<file path="src/rtl/t07_mmio_pkg.sv">
// t07_mmio_pkg: shared states, sources, default address map and helpers for the MMIO router
package t07_mmio_pkg;
  typedef enum logic [1:0] {IDLE, DECODE, WAIT, RESP} state_t;
  typedef enum logic {SRC_DATA, SRC_FETCH} src_t;
  localparam int TGT_REG = 0;
  localparam int TGT_TFT = 1;
  localparam int TGT_MEM = 2;
  localparam logic [31:0] REG_BASE = 32'h0000_0000;
  localparam logic [31:0] REG_LIMIT = 32'h0000_03FF;
  localparam logic [31:0] TFT_BASE = 32'h0000_0400;
  localparam logic [31:0] TFT_LIMIT = 32'h0000_07FF;
  localparam logic [31:0] MEM_BASE = 32'h0000_0800;
  localparam logic [31:0] MEM_LIMIT = 32'hFFFF_FFFF;
  function automatic int idx_w(input int n);
    return n > 1 ? $clog2(n) : 1;
  endfunction
endpackage

</file>
<file path="src/rtl/t07_mmio_decode.sv">
// t07_mmio_decode: lowest-index address match plus read/write permission lookup
module t07_mmio_decode import t07_mmio_pkg::*; #(
  parameter int AW = 32,
  parameter int NUM_TGT = 3,
  parameter logic [NUM_TGT*AW-1:0] TGT_BASE = {MEM_BASE, TFT_BASE, REG_BASE},
  parameter logic [NUM_TGT*AW-1:0] TGT_LIMIT = {MEM_LIMIT, TFT_LIMIT, REG_LIMIT},
  parameter logic [NUM_TGT-1:0] TGT_RD_EN = 3'b101,
  parameter logic [NUM_TGT-1:0] TGT_WR_EN = 3'b110
) (
  input  logic [AW-1:0]               addr,
  input  logic                        we,
  output logic [idx_w(NUM_TGT)-1:0]   sel,
  output logic                        hit,
  output logic                        perm_ok
);
  localparam int SW = idx_w(NUM_TGT);
  always_comb begin
    sel = '0;
    hit = 1'b0;
    perm_ok = 1'b0;
    for (int i = NUM_TGT - 1; i >= 0; i--) begin
      if (addr - TGT_BASE[i*AW +: AW] <= TGT_LIMIT[i*AW +: AW] - TGT_BASE[i*AW +: AW]) begin
        sel = SW'(i);
        hit = 1'b1;
        perm_ok = we ? TGT_WR_EN[i] : TGT_RD_EN[i];
      end
    end
  end
endmodule

</file>
<file path="src/rtl/t07_mmio_router.sv">
// t07_mmio_router: round-robin data/fetch arbiter routing one transaction at a time to req/ack targets
module t07_mmio_router import t07_mmio_pkg::*; #(
  parameter int AW = 32,
  parameter int DW = 32,
  parameter int NUM_TGT = 3,
  parameter logic [NUM_TGT*AW-1:0] TGT_BASE = {MEM_BASE, TFT_BASE, REG_BASE},
  parameter logic [NUM_TGT*AW-1:0] TGT_LIMIT = {MEM_LIMIT, TFT_LIMIT, REG_LIMIT},
  parameter logic [NUM_TGT-1:0] TGT_RD_EN = 3'b101,
  parameter logic [NUM_TGT-1:0] TGT_WR_EN = 3'b110,
  parameter int TIMEOUT = 255
) (
  input  logic                  clk,
  input  logic                  rst,
  input  logic                  d_valid,
  output logic                  d_ready,
  input  logic                  d_we,
  input  logic [AW-1:0]         d_addr,
  input  logic [DW-1:0]         d_wdata,
  output logic                  d_done,
  output logic [DW-1:0]         d_rdata,
  output logic                  d_err,
  input  logic                  f_valid,
  output logic                  f_ready,
  input  logic [AW-1:0]         f_addr,
  output logic                  f_done,
  output logic [DW-1:0]         f_inst,
  output logic                  f_err,
  output logic [NUM_TGT-1:0]    tgt_req,
  output logic                  tgt_we,
  output logic [AW-1:0]         tgt_addr,
  output logic [DW-1:0]         tgt_wdata,
  input  logic [NUM_TGT-1:0]    tgt_ack,
  input  logic [NUM_TGT*DW-1:0] tgt_rdata,
  output logic                  busy
);
  localparam int SW = idx_w(NUM_TGT);
  localparam int CW = $clog2(TIMEOUT);
  state_t state;
  src_t src, last_grant;
  logic [SW-1:0] sel, dec_sel;
  logic [CW-1:0] cnt;
  logic hit, perm_ok, gnt_d, gnt_f, ack, tmo, fin, fin_err, go;
  logic [DW-1:0] fin_data;
  t07_mmio_decode #(
    .AW(AW), .NUM_TGT(NUM_TGT), .TGT_BASE(TGT_BASE), .TGT_LIMIT(TGT_LIMIT),
    .TGT_RD_EN(TGT_RD_EN), .TGT_WR_EN(TGT_WR_EN)
  ) u_dec (
    .addr(tgt_addr), .we(tgt_we), .sel(dec_sel), .hit(hit), .perm_ok(perm_ok)
  );
  assign gnt_d = state == IDLE && d_valid && (!f_valid || last_grant == SRC_FETCH);
  assign gnt_f = state == IDLE && f_valid && !gnt_d;
  assign d_ready = gnt_d;
  assign f_ready = gnt_f;
  assign busy = state != IDLE;
  assign go = hit && perm_ok;
  assign ack = tgt_ack[sel];
  assign tmo = cnt == CW'(TIMEOUT - 1);
  assign fin = (state == DECODE && !go) || (state == WAIT && (ack || tmo));
  assign fin_err = state == DECODE || !ack;
  assign fin_data = (state == WAIT && ack && !tgt_we) ? tgt_rdata[sel*DW +: DW] : '0;
  always_ff @(posedge clk) begin
    if (rst) begin
      state <= IDLE;
      src <= SRC_DATA;
      last_grant <= SRC_FETCH;
      sel <= '0;
      cnt <= '0;
      tgt_req <= '0;
      tgt_we <= 1'b0;
      tgt_addr <= '0;
      tgt_wdata <= '0;
      d_done <= 1'b0;
      d_rdata <= '0;
      d_err <= 1'b0;
      f_done <= 1'b0;
      f_inst <= '0;
      f_err <= 1'b0;
    end else begin
      d_done <= fin && src == SRC_DATA;
      d_err <= fin && fin_err && src == SRC_DATA;
      d_rdata <= (fin && src == SRC_DATA) ? fin_data : '0;
      f_done <= fin && src == SRC_FETCH;
      f_err <= fin && fin_err && src == SRC_FETCH;
      f_inst <= (fin && src == SRC_FETCH) ? fin_data : '0;
      case (state)
        IDLE: if (gnt_d || gnt_f) begin
          src <= gnt_d ? SRC_DATA : SRC_FETCH;
          last_grant <= gnt_d ? SRC_DATA : SRC_FETCH;
          tgt_we <= gnt_d && d_we;
          tgt_addr <= gnt_d ? d_addr : f_addr;
          tgt_wdata <= gnt_d ? d_wdata : '0;
          state <= DECODE;
        end
        DECODE: begin
          sel <= dec_sel;
          cnt <= '0;
          tgt_req <= go ? NUM_TGT'(1) << dec_sel : '0;
          state <= go ? WAIT : RESP;
        end
        WAIT: begin
          cnt <= cnt + 1'b1;
          if (ack || tmo) begin
            tgt_req <= '0;
            state <= RESP;
          end
        end
        default: state <= IDLE;
      endcase
    end
  end
endmodule

</file>
<file path="config.mk">
export PLATFORM = sky130hd
export DESIGN_NAME = t07_mmio_router
export DESIGN_NICKNAME = d
export VERILOG_FILES = /design/src/rtl/t07_mmio_pkg.sv /design/src/rtl/t07_mmio_decode.sv /design/src/rtl/t07_mmio_router.sv
export SDC_FILE = /design/constraint.sdc
export NUM_CORES = 1
export LEC_CHECK = 0
export ABC_AREA = 1
export BUFFER_PORTS_ARGS = -buffer_cell sky130_fd_sc_hd__buf_2
export CORE_AREA = 2 2 131 133
export CTS_CLUSTER_DIAMETER = 50
export DETAILED_ROUTE_END_ITERATION = 12
export DIE_AREA = 0 0 133 135
export PLACE_DENSITY = 0.78
export SLEW_MARGIN = 20
export SYNTH_ARGS = -nofsm -noshare
export SYNTH_HDL_FRONTEND = slang
export SYNTH_SLANG_ARGS = --single-unit
</file>
<file path="constraint.sdc">
create_clock -name clk -period 3.2 [get_ports clk]
set_input_delay 0.64 -clock clk [delete_from_list [all_inputs] [get_ports clk]]
set_output_delay 0.64 -clock clk [all_outputs]
set_load 0.01 [all_outputs]
</file>
==> results.tsv <==
stage	metric	value	unit
status	status	completed	
floorplan	io pins	339	
route	DRT Pass-1 Iters	5	
worst_setup_path	worst reg2reg setup slack	0.39	ns
logic_synthesis	Synth area leader	dfxtp_1	
route	Final ANT Viol Nets	0	
floorplan	effective utilization at floorplan	43.8	%
timing	final slew viol count	0	
logic_synthesis	Main synth FF type	dfxtp_1	
clocking	CTS max path bufs	2	
timing	Fmax	356	MHz
clocking	CTS tree	yes	
logic_synthesis	Post-synth top cells	nand2_1, nor2_1, dfxtp_1	
worst_hold_path	Hold Path Class	in -> reg	
placed_design	RD Place Congestion	0.947	
worst_hold_path	Min-Delay Startpoint	d_wdata[15]	
floorplan	Die Ht	135	um
timing	Setup Viol. Count Final	0	
floorplan	Row Count	47	
grt	total gr overflow	0	
logic_synthesis	ranking of synthesized cells by area	dfxtp_1, nand2_1, nor2_1	
timing	Hold Violations, Final	0	
worst_setup_path	crit path cell chain	inv_1, ha_1, nand2_1, nand2_1, nor2_4, nand2_1, nand2_1, nand2_1, nor2_1, nand2_1, nor2_2, nand3_1, nand3_2, nand3_2, nand2_4, nand3_4, nor2_1	
route	Starting DRT DRC Count	456	
grt	largest net degree at the start of global routing	67	
logic_synthesis	Syn Inst Count	1053	
clocking	Skew-Pair Late Insertion Delay	0.42	ns
grt	initial antenna violation count	3	
logic_synthesis	number of synthesized flops with an enable pin	0	
logic_synthesis	most common cell in the netlist	nand2_1	
logic_synthesis	post-synthesis average cell area	6.83	um^2
clocking	clock root cell	clkbuf_16	
worst_setup_path	worst flop-to-flop path endpoint	d_rdata[31]	
worst_setup_path	worst path buffer plus inverter count	1	
pwr	Leak	4.78	nW
layout	fraction of layout cells with a size suffix above 1	30.7	%
run	MaxCap Viol Count	0	
pwr	Psw	3.21	mW
pwr	clock share of power	25.1	%
worst_setup_path	CP top delay family	simple AND/OR/NAND/NOR gates	
clocking	H-tree levels	4	
placed_design	placed cell area	0.00895	mm^2
route	routed wire length	23200	um
placed_design	post-DP HPWL	17400	um
timing	fin crit period	2.81	ns
route	routed vias	7945	
floorplan	DIE AREA	0.0180	mm^2
worst_setup_path	Worst Setup Start Kind	flip-flop	
worst_setup_path	Worst Setup End Kind	flip-flop	
layout	synthesis-to-finish area growth	32.3	%
worst_hold_path	Hold EP	tgt_wdata[15]	
timing	TNS Setup	0	ns
worst_setup_path	CP arrival	3.15	ns
logic_synthesis	ys async rst share	0	%
logic_synthesis	count of different cell masters after synthesis	33	
worst_setup_path	crit path kind	reg -> reg	
layout	final core occ	58.0	%
logic_synthesis	synthesized flop and latch total	150	
grt	GRT Util Overall	25.5	%
worst_setup_path	critical path peak fanout	34	
layout	cell area after layout	0.00951	mm^2
layout	nets@finish	1567	
worst_setup_path	crit path max-delay cell type	dfxtp_1	
placed_design	Port Buffers	338	
worst_setup_path	Critical Path Max Stage Delay	0.41	ns
clocking	CTS clk-pin slew, worst paths	0.07	ns
pwr	Max VDD drop	0.000478	V
grt	first-pass GRT wire length	36400	um
route	via/cell ratio	4.98	
floorplan	Die X	133	um
clocking	clk sinks	150	
timing	final worst path period share	87.9	%
floorplan	core area	0.0164	mm^2
route	drt drc	0	
worst_setup_path	most frequent CP cell	nand2_1	
worst_setup_path	Register-to-Register Path Depth	17	
timing	Setup Skew	0.00967	ns
logic_synthesis	synthesized area	0.00719	mm^2
grt	number of global-route vias before repair	7180	
pwr	switching share of power	43.5	%
timing	worst slew pin tran	0.954	ns
logic_synthesis	register area share after synthesis	41.8	%
logic_synthesis	syn nets	1261	
route	wire per inst	14.6	um
timing	Rel. slew slack	36.3	%
worst_hold_path	hold depth	3	
pwr	cell-internal power	4.18	mW
pwr	Reg power frac	32.6	%
clocking	number of buffers created by CTS	17	
timing	RSZ-0062 raised after global routing	no	
worst_setup_path	critical path required time	3.54	ns
logic_synthesis	Yosys warnings	0	
worst_setup_path	R2R Path Start	tgt_addr[11]	
timing	hold_ws	0.456	ns
pwr	PD cells	777	mW/mm^2
logic_synthesis	Synth top area share	41.8	%
pwr	combinational share of power	42.3	%
## logic make-up after synthesis
kind of cell               synth area share (%)
buffers and inverters                      8.81
xor gates and xnor gates                  0.244
DFF                                        41.8
and+or+nand+nor                            36.3
adders and majority gates                  1.39
AOI/OAI and AO/OA                          11.5
## power by group through the flow
| stage | logic, mW | registers (mW) | clock network [mW] |
|---|---|---|---|
| floorplan | 2.17 | 2.45 | 0 |
| global placement | 3.08 | 2.43 | 0 |
| detailed placement | 3.10 | 2.44 | 0 |
| CTS | 3.12 | 2.40 | 1.89 |
| global route | 3.51 | 2.44 | 1.97 |
| finish | 3.13 | 2.41 | 1.85 |
## cell type report
type | instances | area [um^2]
tap | 220 | 275
antenna | 3 | 7.51
timing repair buffer | 348 | 1770
clock buffer | 18 | 429
sequential | 150 | 3000
inverter | 90 | 338
multi-input combinational | 752 | 3570
fill | 1588 | 6900
clock inverter | 14 | 115
## registers in the layout (all words and copies together), names as in the netlist
name / flops
state: 2
d_err: 1
tgt_addr: 32
last_grant: 1
tgt_wdata: 32
d_rdata: 32
src: 1
sel: 2
cnt: 8
f_err: 1
f_done: 1
tgt_req: 3
f_inst: 32
tgt_we: 1
d_done: 1
## metrics by stage
stage / total power [mW] / std cells / setup WS (ns)
after floorplan: 4.62 / 1053 / 0.888
after global routing: 7.92 / 1595 / 0.0587
after detailed placement: 5.53 / 1560 / 0.395
final: 7.39 / 1595 / 0.388
after CTS: 7.41 / 1592 / 0.374
after global placement: 5.51 / 1560 / 0.522
## worst max-delay path by stage
| stage | slack, ns | to | cells after the start | startpoint |
|---|---|---|---|---|
| global route | 0.06 | d_rdata[29] | 16 | tgt_addr[11] |
| global placement | 0.52 | d_rdata[18] | 16 | tgt_addr[11] |
| finish | 0.39 | d_rdata[31] | 17 | tgt_addr[11] |
| CTS | 0.37 | d_rdata[16] | 16 | tgt_addr[11] |
| detailed placement | 0.39 | d_rdata[16] | 16 | tgt_addr[11] |
| floorplan | 0.89 | d_rdata[4] | 17 | tgt_addr[11] |
## per-layer routing
| layer | vias up | wire length (um) | global-route usage [%] | part of all wire [%] |
|---|---|---|---|---|
| met5 | - | 0 | 0 | 0 |
| met4 | 0 | 524 | 9.98 | 2.3 |
| met3 | 35 | 1960 | 6.16 | 8.4 |
| met2 | 378 | 11100 | 43.3 | 48 |
| met1 | 3538 | 9610 | 31.4 | 41 |
| li1 | 3994 | - | - | - |
## tightest hold or removal path: cells and delay by family
family                 cells  cell delay [ns]
buffers and inverters      1             0.09
AOI/OAI and AO/OA          1             0.05
and+or+nand+nor            1             0.05
## cell usage in the layout (no fill, tap or decap), types with 2 or more instances in the layout
master / n
buf_2: 338
nand2_1: 277
nor2_1: 186
dfxtp_1: 149
nand3_1: 98
inv_1: 84
a21oi_1: 50
o31ai_1: 33
o211ai_1: 32
nor2_2: 17
clkbuf_16: 17
o21ai_0: 12
buf_4: 10
nand4_1: 8
ha_1: 7
nand2_2: 5
nor2_4: 5
inv_6: 5
inv_2: 4
nor3_1: 4
diode_2: 3
clkinv_4: 3
clkinv_2: 3
clkinv_1: 2
nand3b_1: 2
xor2_1: 2
nand3_2: 2
nand3_4: 2
inv_8: 2
## timing repair
item,in CTS,in global routing
setup endpoints to repair,0,8
endpoints found under the hold margin,0,0
hold buffers,0,0
resized for setup,0,1
buffers inserted,0,0
(Power assumes the default switching activity.)
